$ cat src/rtl/anc_pkg.sv
// rtl/anc_pkg.sv - shared ANC types, constants, FSM states and saturating add
package anc_pkg;

  localparam int DATA_W   = 11;
  localparam int TAPS     = 16;
  localparam int MU_SHIFT = 6;
  localparam int IDX_W    = 4;
  localparam int PROD_W   = 2 * DATA_W;
  localparam int D_SHIFT  = DATA_W - 1 + MU_SHIFT;

  typedef logic signed [DATA_W-1:0] sample_t;
  typedef logic signed [PROD_W-1:0] prod_t;

  localparam sample_t SAT_MAX = {1'b0, {(DATA_W-1){1'b1}}};
  localparam sample_t SAT_MIN = {1'b1, {(DATA_W-1){1'b0}}};

  typedef enum logic [1:0] {
    ST_IDLE,
    ST_UPDATE,
    ST_DONE
  } state_t;

  // One guard bit is enough: a sign flip between the top two bits means overflow.
  function automatic sample_t sat_add(input sample_t a, input sample_t b);
    logic [DATA_W:0] s;
    s = {a[DATA_W-1], a} + {b[DATA_W-1], b};
    if (s[DATA_W] != s[DATA_W-1]) begin
      return s[DATA_W] ? SAT_MIN : SAT_MAX;
    end
    return s[DATA_W-1:0];
  endfunction

endpackage

$ cat src/rtl/anc_tap_delay.sv
// rtl/anc_tap_delay.sv - reference-sample tap delay line with indexed read port
module anc_tap_delay
  import anc_pkg::*;
#(
  parameter int DEPTH = TAPS,
  parameter int WIDTH = DATA_W,
  parameter int IW    = IDX_W
) (
  input  logic             clk,
  input  logic             rst_n,
  input  logic             shift_en,
  input  logic             clr,
  input  logic [WIDTH-1:0] din,
  input  logic [IW-1:0]    rd_idx,
  output logic [WIDTH-1:0] rd_data
);

  logic [WIDTH-1:0] x [DEPTH];

  always_ff @(posedge clk or negedge rst_n) begin
    if (!rst_n) begin
      for (int i = 0; i < DEPTH; i++) x[i] <= '0;
    end else if (clr) begin
      for (int i = 0; i < DEPTH; i++) x[i] <= '0;
    end else if (shift_en) begin
      x[0] <= din;
      for (int i = 1; i < DEPTH; i++) x[i] <= x[i-1];
    end
  end

  assign rd_data = x[rd_idx];

endmodule

$ cat src/rtl/anc_lms_update.sv
// rtl/anc_lms_update.sv - sign-correct power-of-two-step LMS weight update, one tap per clock
module anc_lms_update
  import anc_pkg::*;
(
  input  logic              Clk_100M,
  input  logic              Reset_n,
  input  logic              FilterEN,
  input  logic              Synch,
  input  logic              Clear,
  input  logic [DATA_W-1:0] SigIn,
  input  logic [DATA_W-1:0] ErrIn,
  output logic [DATA_W-1:0] Wz,
  output logic [IDX_W-1:0]  WzIdx,
  output logic              WzValid,
  output logic              Busy,
  output logic              Overrun
);

  state_t             state;
  logic [IDX_W-1:0]   k;
  logic               synch_q;
  sample_t            e_r;
  sample_t            w [TAPS];

  logic               synch_rise;
  logic               clr_now;
  logic               edge_det;
  logic [IDX_W-1:0]   calc_idx;
  logic [DATA_W-1:0]  x_rd;
  sample_t            x_op;
  sample_t            e_op;
  prod_t              prod;
  sample_t            d;
  sample_t            w_new;

  assign synch_rise = Synch & ~synch_q & FilterEN;
  assign clr_now    = Clear & (state == ST_IDLE);
  assign edge_det   = synch_rise & (state == ST_IDLE) & ~Clear;

  // Tap 0 is computed in the edge cycle straight from the inputs so the
  // registered outputs carry tap k during cycle E+1+k; UPDATE works one tap ahead.
  assign calc_idx = (state == ST_IDLE) ? '0 : k + 1'b1;
  assign x_op     = edge_det ? $signed(SigIn) : $signed(x_rd);
  assign e_op     = edge_det ? $signed(ErrIn) : e_r;
  assign prod     = prod_t'(x_op) * prod_t'(e_op);
  assign d        = sample_t'(prod >>> D_SHIFT);
  assign w_new    = sat_add(w[calc_idx], d);

  anc_tap_delay u_tap_delay (
    .clk      (Clk_100M),
    .rst_n    (Reset_n),
    .shift_en (edge_det),
    .clr      (clr_now),
    .din      (SigIn),
    .rd_idx   (calc_idx),
    .rd_data  (x_rd)
  );

  always_ff @(posedge Clk_100M or negedge Reset_n) begin
    if (!Reset_n) begin
      state   <= ST_IDLE;
      k       <= '0;
      synch_q <= 1'b0;
      e_r     <= '0;
      Wz      <= '0;
      WzIdx   <= '0;
      WzValid <= 1'b0;
      Busy    <= 1'b0;
      Overrun <= 1'b0;
      for (int i = 0; i < TAPS; i++) w[i] <= '0;
    end else begin
      synch_q <= Synch;
      WzValid <= 1'b0;
      case (state)
        ST_IDLE: begin
          if (clr_now) begin
            Overrun <= 1'b0;
            for (int i = 0; i < TAPS; i++) w[i] <= '0;
          end else if (edge_det) begin
            e_r           <= $signed(ErrIn);
            k             <= '0;
            Busy          <= 1'b1;
            state         <= ST_UPDATE;
            w[calc_idx]   <= w_new;
            Wz            <= w_new;
            WzIdx         <= calc_idx;
            WzValid       <= 1'b1;
          end
        end
        ST_UPDATE: begin
          if (synch_rise) Overrun <= 1'b1;
          if (k == IDX_W'(TAPS - 1)) begin
            state <= ST_DONE;
          end else begin
            k             <= k + 1'b1;
            w[calc_idx]   <= w_new;
            Wz            <= w_new;
            WzIdx         <= calc_idx;
            WzValid       <= 1'b1;
          end
        end
        ST_DONE: begin
          if (synch_rise) Overrun <= 1'b1;
          Busy  <= 1'b0;
          state <= ST_IDLE;
        end
        default: begin
          Busy  <= 1'b0;
          state <= ST_IDLE;
        end
      endcase
    end
  end

endmodule
$ cat config.mk
export PLATFORM = sky130hd
export DESIGN_NAME = anc_lms_update
export DESIGN_NICKNAME = d
export VERILOG_FILES = /design/src/rtl/anc_pkg.sv /design/src/rtl/anc_tap_delay.sv /design/src/rtl/anc_lms_update.sv
export SDC_FILE = /design/constraint.sdc
export NUM_CORES = 1
export LEC_CHECK = 0
export ABC_AREA = 1
export CAP_MARGIN = 0
export CORE_MARGIN = 2
export CORE_UTILIZATION = 45
export DETAILED_ROUTE_END_ITERATION = 10
export PLACE_DENSITY = 0.62
export RECOVER_POWER = 50
export SYNTH_ARGS = -nofsm -noshare
export SYNTH_HDL_FRONTEND = slang
export SYNTH_HIERARCHICAL = 1
export SYNTH_SLANG_ARGS = --single-unit
$ cat constraint.sdc
create_clock -name Clk_100M -period 11.15 [get_ports Clk_100M]
set_input_delay 1.6725 -clock Clk_100M [delete_from_list [all_inputs] [get_ports Clk_100M]]
set_output_delay 1.6725 -clock Clk_100M [all_outputs]
set_load 0.01 [all_outputs]
# Yosys cells after proc, flatten, opt, wreduce, memory -nomap -nowiden

Index checks and enable logic that the tools add are counted.

Add/sub/neg operators: 2
Multiply operators: 1
Magnitude comparators: 2
Equality and inequality tests: 11
Multiplexer cells: 48
Bitwise logic cells: 10
Reduce and logical (&&, ||, !) cells: 12

Operators by type and width:

| operator                                                                     | number |
|---|---|
| 176-bit two-way mux                                                          | 5 |
| 176-bit one-hot mux with 2 select lines                                      | 1 |
| 176-bit bitwise mux                                                          | 1 |
| 11-bit two-way mux                                                           | 13 |
| 11-bit binary-select mux with 4-bit select                                   | 2 |
| 11-bit demux with 4-bit select                                               | 1 |
| 4-bit two-way mux                                                            | 7 |
| 11-bit by 11-bit multiplier with 22-bit output                               | 1 |
| 11-bit one-hot mux with 2 select lines                                       | 1 |
| 4-bit one-hot mux with 2 select lines                                        | 2 |
| 11-bit by 6-bit adder with 12-bit output                                     | 1 |
| 3-bit AND reduction                                                          | 4 |
| 2-bit != test, second input constant                                         | 5 |
| 1-bit two-way mux                                                            | 8 |
| 2-bit two-way mux                                                            | 3 |
| 1-bit one-hot mux with 2 select lines                                        | 3 |
| 2-bit nonzero test                                                           | 3 |
| 1-bit bitwise AND                                                            | 5 |
| 5-bit >= comparator, second input constant                                   | 1 |
| 5-bit by 1-bit less-than comparator with 1-bit output, second input constant | 1 |
| 4-bit NOT with 5-bit output                                                  | 1 |
| 4-bit by 1-bit adder with 4-bit output, second input constant                | 1 |
| 4-bit == test, second input constant                                         | 1 |
| 1-bit NOT                                                                    | 4 |
| 11 further kinds                                                             | 11 |

Bits in registers: 388

# Longest topological paths before layout

Depth after elaboration: 16
Gate-level depth with buffers: 60
Depth with buffers taken out: 56

# Cells and area by module

The synthesis kept the hierarchy.

By module, submodules not included:

| module         | times used | cells an instance | area each (um2) | sequential area each (um2) |
|---|---|---|---|---|
| anc_lms_update | 1          | 2318              | 17141.4         | 5305.1 |
| anc_tap_delay  | 1          | 1175              | 8862.2          | 4404.2 |

# Worst setup path after synthesis

No wires, ideal clock.

Path type: input port to flip-flop
From: input port Clear
To: register w[114] (netlist name)
Setup time: 122 ps
Arrival time: 9141 ps
Path slack: 1888 ps
Stages on the path: 40
Path buffers: 3
Cell sequence: nor2_1 -> inv_1 -> nor2_1 -> inv_1 -> clkbuf_1 -> o21ai_0 -> inv_1 -> nor2_1 -> inv_1 -> fa_1 -> inv_1 -> fa_1 -> fa_1 -> fa_1 -> inv_1 -> fa_1 -> inv_1 -> ha_1 -> [... 4 more ...] -> a311oi_1 -> o21bai_1 -> xor2_1 -> ha_1 -> a21oi_1 -> o21ai_0 -> nand2_1 -> o211ai_1 -> a21o_1 -> a21oi_1 -> xor2_1 -> nand3_2 -> buf_6 -> nand2_2 -> nand2_4 -> buf_6 -> o21bai_1 -> nand2_1

Longest elaborated chain between the ends: 12
Elaborated cells between the ends (all ways): 19
Those cells by class: add/sub (1); mul (1); eq/ne (2); mux (11); bitwise (3); reduce/logical (1)

RTL lines:

| item                                                           | RTL line                                   | RTL |
|---|---|---|
| start, declared                                                | anc_lms_update.sv:9                        | `input logic Clear,` |
| 1-bit NOT *                                                    | anc_lms_update.sv:38                       | `assign edge_det = synch_rise & (state == ST_IDLE) & ~Clear;` |
| 1-bit bitwise AND *                                            | anc_lms_update.sv:38                       |  |
| net edge_det                                                   | anc_lms_update.sv:27                       | `logic edge_det;` |
| 11-bit two-way mux (on tied branches)                          | -                                          |  |
| 11-bit by 11-bit multiplier with 22-bit output                 | anc_lms_update.sv:45                       | `assign prod = prod_t'(x_op) * prod_t'(e_op);` |
| 11-bit by 6-bit adder with 12-bit output                       | anc_pkg.sv:26                              | `s = {a[DATA_W-1], a} + {b[DATA_W-1], b};` |
| 11-bit two-way mux / 1-bit != test (equally long branches)     | anc_pkg.sv:28, anc_pkg.sv:27               |  |
| 11-bit two-way mux / 1-bit two-way mux (equally long branches) | anc_pkg.sv:27                              | `if (s[DATA_W] != s[DATA_W-1]) begin` |
| 11-bit two-way mux                                             | anc_pkg.sv:30                              | `return s[DATA_W-1:0];` |
| 176-bit bitwise mux                                            | anc_lms_update.sv:84, anc_lms_update.sv:96 |  |
| 176-bit two-way mux                                            | anc_lms_update.sv:79                       | `end else if (edge_det) begin` |
| 176-bit two-way mux                                            | anc_lms_update.sv:76                       | `if (clr_now) begin` |
| 176-bit one-hot mux with 2 select lines                        | anc_lms_update.sv:74                       | `case (state)` |
| end signal, assigned by index                                  | anc_lms_update.sv:84                       | `w[calc_idx] <= w_new;` |
| end signal, assigned by index                                  | anc_lms_update.sv:96                       | `w[calc_idx] <= w_new;` |
| end, declared                                                  | anc_lms_update.sv:23                       | `sample_t w [TAPS];` |

Mark *: on every way through the listed nets, which the timed path passes. The rest lies on a longest branch. The select of a mux whose other input is x is not followed.
A chain may end at the register's enable or synchronous reset.

==> results.txt <==
Clk_skew: 19.81 ps
Worst EP required: 11660 ps
Slew headroom: -244.1%
Pin count of the biggest net entering global routing: 158
M3 GR Usage: 4.061%
Ys async rst share: 100.0%
Cell Area, Synth: 26000 um2
Port buffer count: 44
Post-route clock period utilization: 95.59%
FP Rows: 88
Full die area: 59720 um2
Post-synthesis mux area share: 0%
Synth Area in XOR/XNOR: 0.5726%
Overflow left after global routing: 0
Routed Antenna Nets: 0
Global-route wire length before repair: 122800 um
Endpoints failing setup: 0
Final WL: 75510 um
Synth Flop Type: dfrtp_1
Adder-Cell Fraction of Synth Area: 11.85%
CP max-delay cell: fa_1
Pre-antenna DRT Iters: 6
Initial antenna violation count: 0
Reg-to-reg critical path startpoint: state[0]
Synth cell types: 46
H-tree Lvls: 2
Hold Slack: 477.7 ps
Setup WS post-layout: 492.2 ps
Busiest layer in global routing: met2
TritonCTS clock tree: built
Critical Path End Type: flip-flop
Synth top area cells: dfrtp_1 (37%), nand2_1 (13%), fa_1 (9.0%)
Slew Viols, Final: 395
Yosys Warn Count: 6
MaxCap Viol Count: 4
Syn avg cell area: 7.445 um2
Synth Area in Compound Gates: 16.59%
DRC: 0
N_diodes: 0
EDFF count, synth: 0
Setup bufs post-CTS: 0
Max frequency: 93.83 MHz
Max clock buf depth: 3
Post-route insts no fill: 4247
Worst-case reg-to-reg path depth: 48
Clock Sink Count: 388
CP Launch Point: Clear
Total track usage: 25.60%
Crit Path Max Fanout: 16
Post-Synth Simple-Gate Area: 22.84%
Drt via density: 5.466
Worst EP arrival: 11170 ps
Die W: 244.4 um
Final Hold Vio Count: 0
Crit Path Class: input pin to flip-flop
Vias in the first global route: 22350
Root Driver: clkbuf_16
GR Util met1: 35.80%
Worst Setup Start Kind: input pin
DR iter-0 viols: 2215
Syn_nets: 3696
Hold path cells: 2
Share of cells above drive strength 1: 4.968%
Cell count after synthesis: 3493
Clock-pin transition on the worst setup and hold timing paths: 60 ps
Most used cell, CP: inv_1
GR Util met2: 40.55%
Yosys top cell area share: 37.34%
Reg2Reg Setup Slack: 660 ps
Setup WS pre-CTS: -188.0 ps
Min-delay src: w[92]
Hpwl dp: 48810 um
Max incr delay on CP: 520 ps
Routed WL per cell: 17.78 um
Main combinational cell family by area after synthesis: simple AND/OR/NAND/NOR gates
Clk_lat worst skew: 600 ps
Hold Path Sink: w[92]
Total number of vias: 23210
Failing checks: max-capacitance violations, max-slew violations
Dpl cells: 4172
Yosys top cell by area: dfrtp_1
Initial Util: 45.33%
Setup TNS: 0 ps
Worst-Margin Slew: 5161 ps
Seq cells post-synth: 388
Status: finished, violations left
Hold WC Path Type: flip-flop to flip-flop
Area Overhead vs Synth: 9.344%
Die height: 244.4 um
Routability-driven placement congestion ratio: 0.8813
Register area share after synthesis: 37.34%
Total Nets Final: 3658
I/O Pins: 45
Clock buffer count from CTS: 46
RSZ-0062 raised after global routing: false
Post-layout min period: 10660 ps
Core Box Area: 57370 um2
-- cells in the mapped netlist, types with 6 or more instances --
| master | instances |
|---|---|
| o21ai_0 | 328 |
| nor2_1 | 199 |
| or2_2 | 7 |
| nand3_1 | 297 |
| nand2_1 | 909 |
| o22ai_1 | 69 |
| a221oi_1 | 11 |
| buf_6 | 18 |
| a31oi_1 | 64 |
| inv_1 | 478 |
| dfrtp_1 | 388 |
| o211ai_1 | 8 |
| nand2_2 | 10 |
| a21oi_1 | 156 |
| o21a_1 | 26 |
| clkinv_1 | 10 |
| ha_1 | 59 |
| buf_4 | 8 |
| buf_1 | 9 |
| fa_1 | 117 |
| nand2_4 | 6 |
| xnor2_1 | 7 |
| xor2_1 | 10 |
| nor3_1 | 6 |
| clkbuf_1 | 113 |
| buf_2 | 48 |
| o21ai_1 | 70 |
| o21bai_1 | 26 |
-- placed cells by master, fill, tap and decap left out, drive strengths merged, types with 8 or more instances in the layout --
cell	n
nand2	925
inv	488
o21ai	398
dfrtp	388
nand3	298
nor2	205
a21oi	157
fa	117
clkbuf	72
o22ai	69
a31oi	64
buf	61
ha	59
clkdlybuf4s50	43
o21bai	26
o21a	26
clkinv	12
a221oi	11
xor2	10
o211ai	8
-- critical path, delay by kind of cell --
kind,cells,cell delay [ps]
AND/OR/NAND/NOR,11,1690
AO/OA/AOI/OAI,10,1510
adder cells (fa/ha/maj),8,3320
XOR/XNOR,2,540
buffers and inverters,13,2400
-- logic make-up after synthesis --
kind of cell | after synthesis
adders and majority gates | 176
AOI/OAI and AO/OA | 776
DFF | 388
and+or+nand+nor | 1447
buffers and inverters | 689
xor gates and xnor gates | 17
-- metal layers --
metal,share of wire [%],routed length (um),up-vias
li1,-,-,11180
met1,44,33480,11120
met2,45,34300,799
met3,7.0,5317,119
met4,3.2,2415,0
met5,0,0,-
-- stage by stage --
| stage | area (um2) | util (%) |
|---|---|---|
| CTS | 28470 | 49.63 |
| detailed placement | 27010 | 47.09 |
| finish | 28430 | 49.57 |
| floorplan | 26000 | - |
| global placement | 27010 | 47.09 |
| global route | 28430 | 49.57 |
-- worst max path at each step --
| stage | end | slack [ps] | cells past startpoint |
|---|---|---|---|
| 2_1_floorplan | w[114] | 1890 | 40 |
| 3_3_place_gp | w[143] | -150 | 40 |
| 3_5_place_dp | w[143] | -190 | 40 |
| 4_1_cts | w[143] | 410 | 40 |
| 5_1_grt | flip-flop | 30 | 40 |
| 6_report | flip-flop | 490 | 44 |
-- area by class of cell --
| cell class | instances | area [um2] |
|---|---|---|
| multi-input cells | 2416 | 13520 |
| repair buffers | 110 | 937.1 |
| clock inverters | 9 | 140.1 |
| clock buffers | 66 | 1316 |
| inverters | 493 | 1854 |
| fillers | 5634 | 28930 |
| flip-flops and latches | 388 | 9709 |
| well taps | 765 | 957.2 |
-- what timing repair did --
item / in CTS / in global routing
hold buffers: 0 / 0
setup endpoints to repair: 0 / 102
resized for setup: 0 / 6
Power is left out: the tool's default activity adds up to more than one toggle a clock period on the data nets, which glitch-free logic cannot reach.
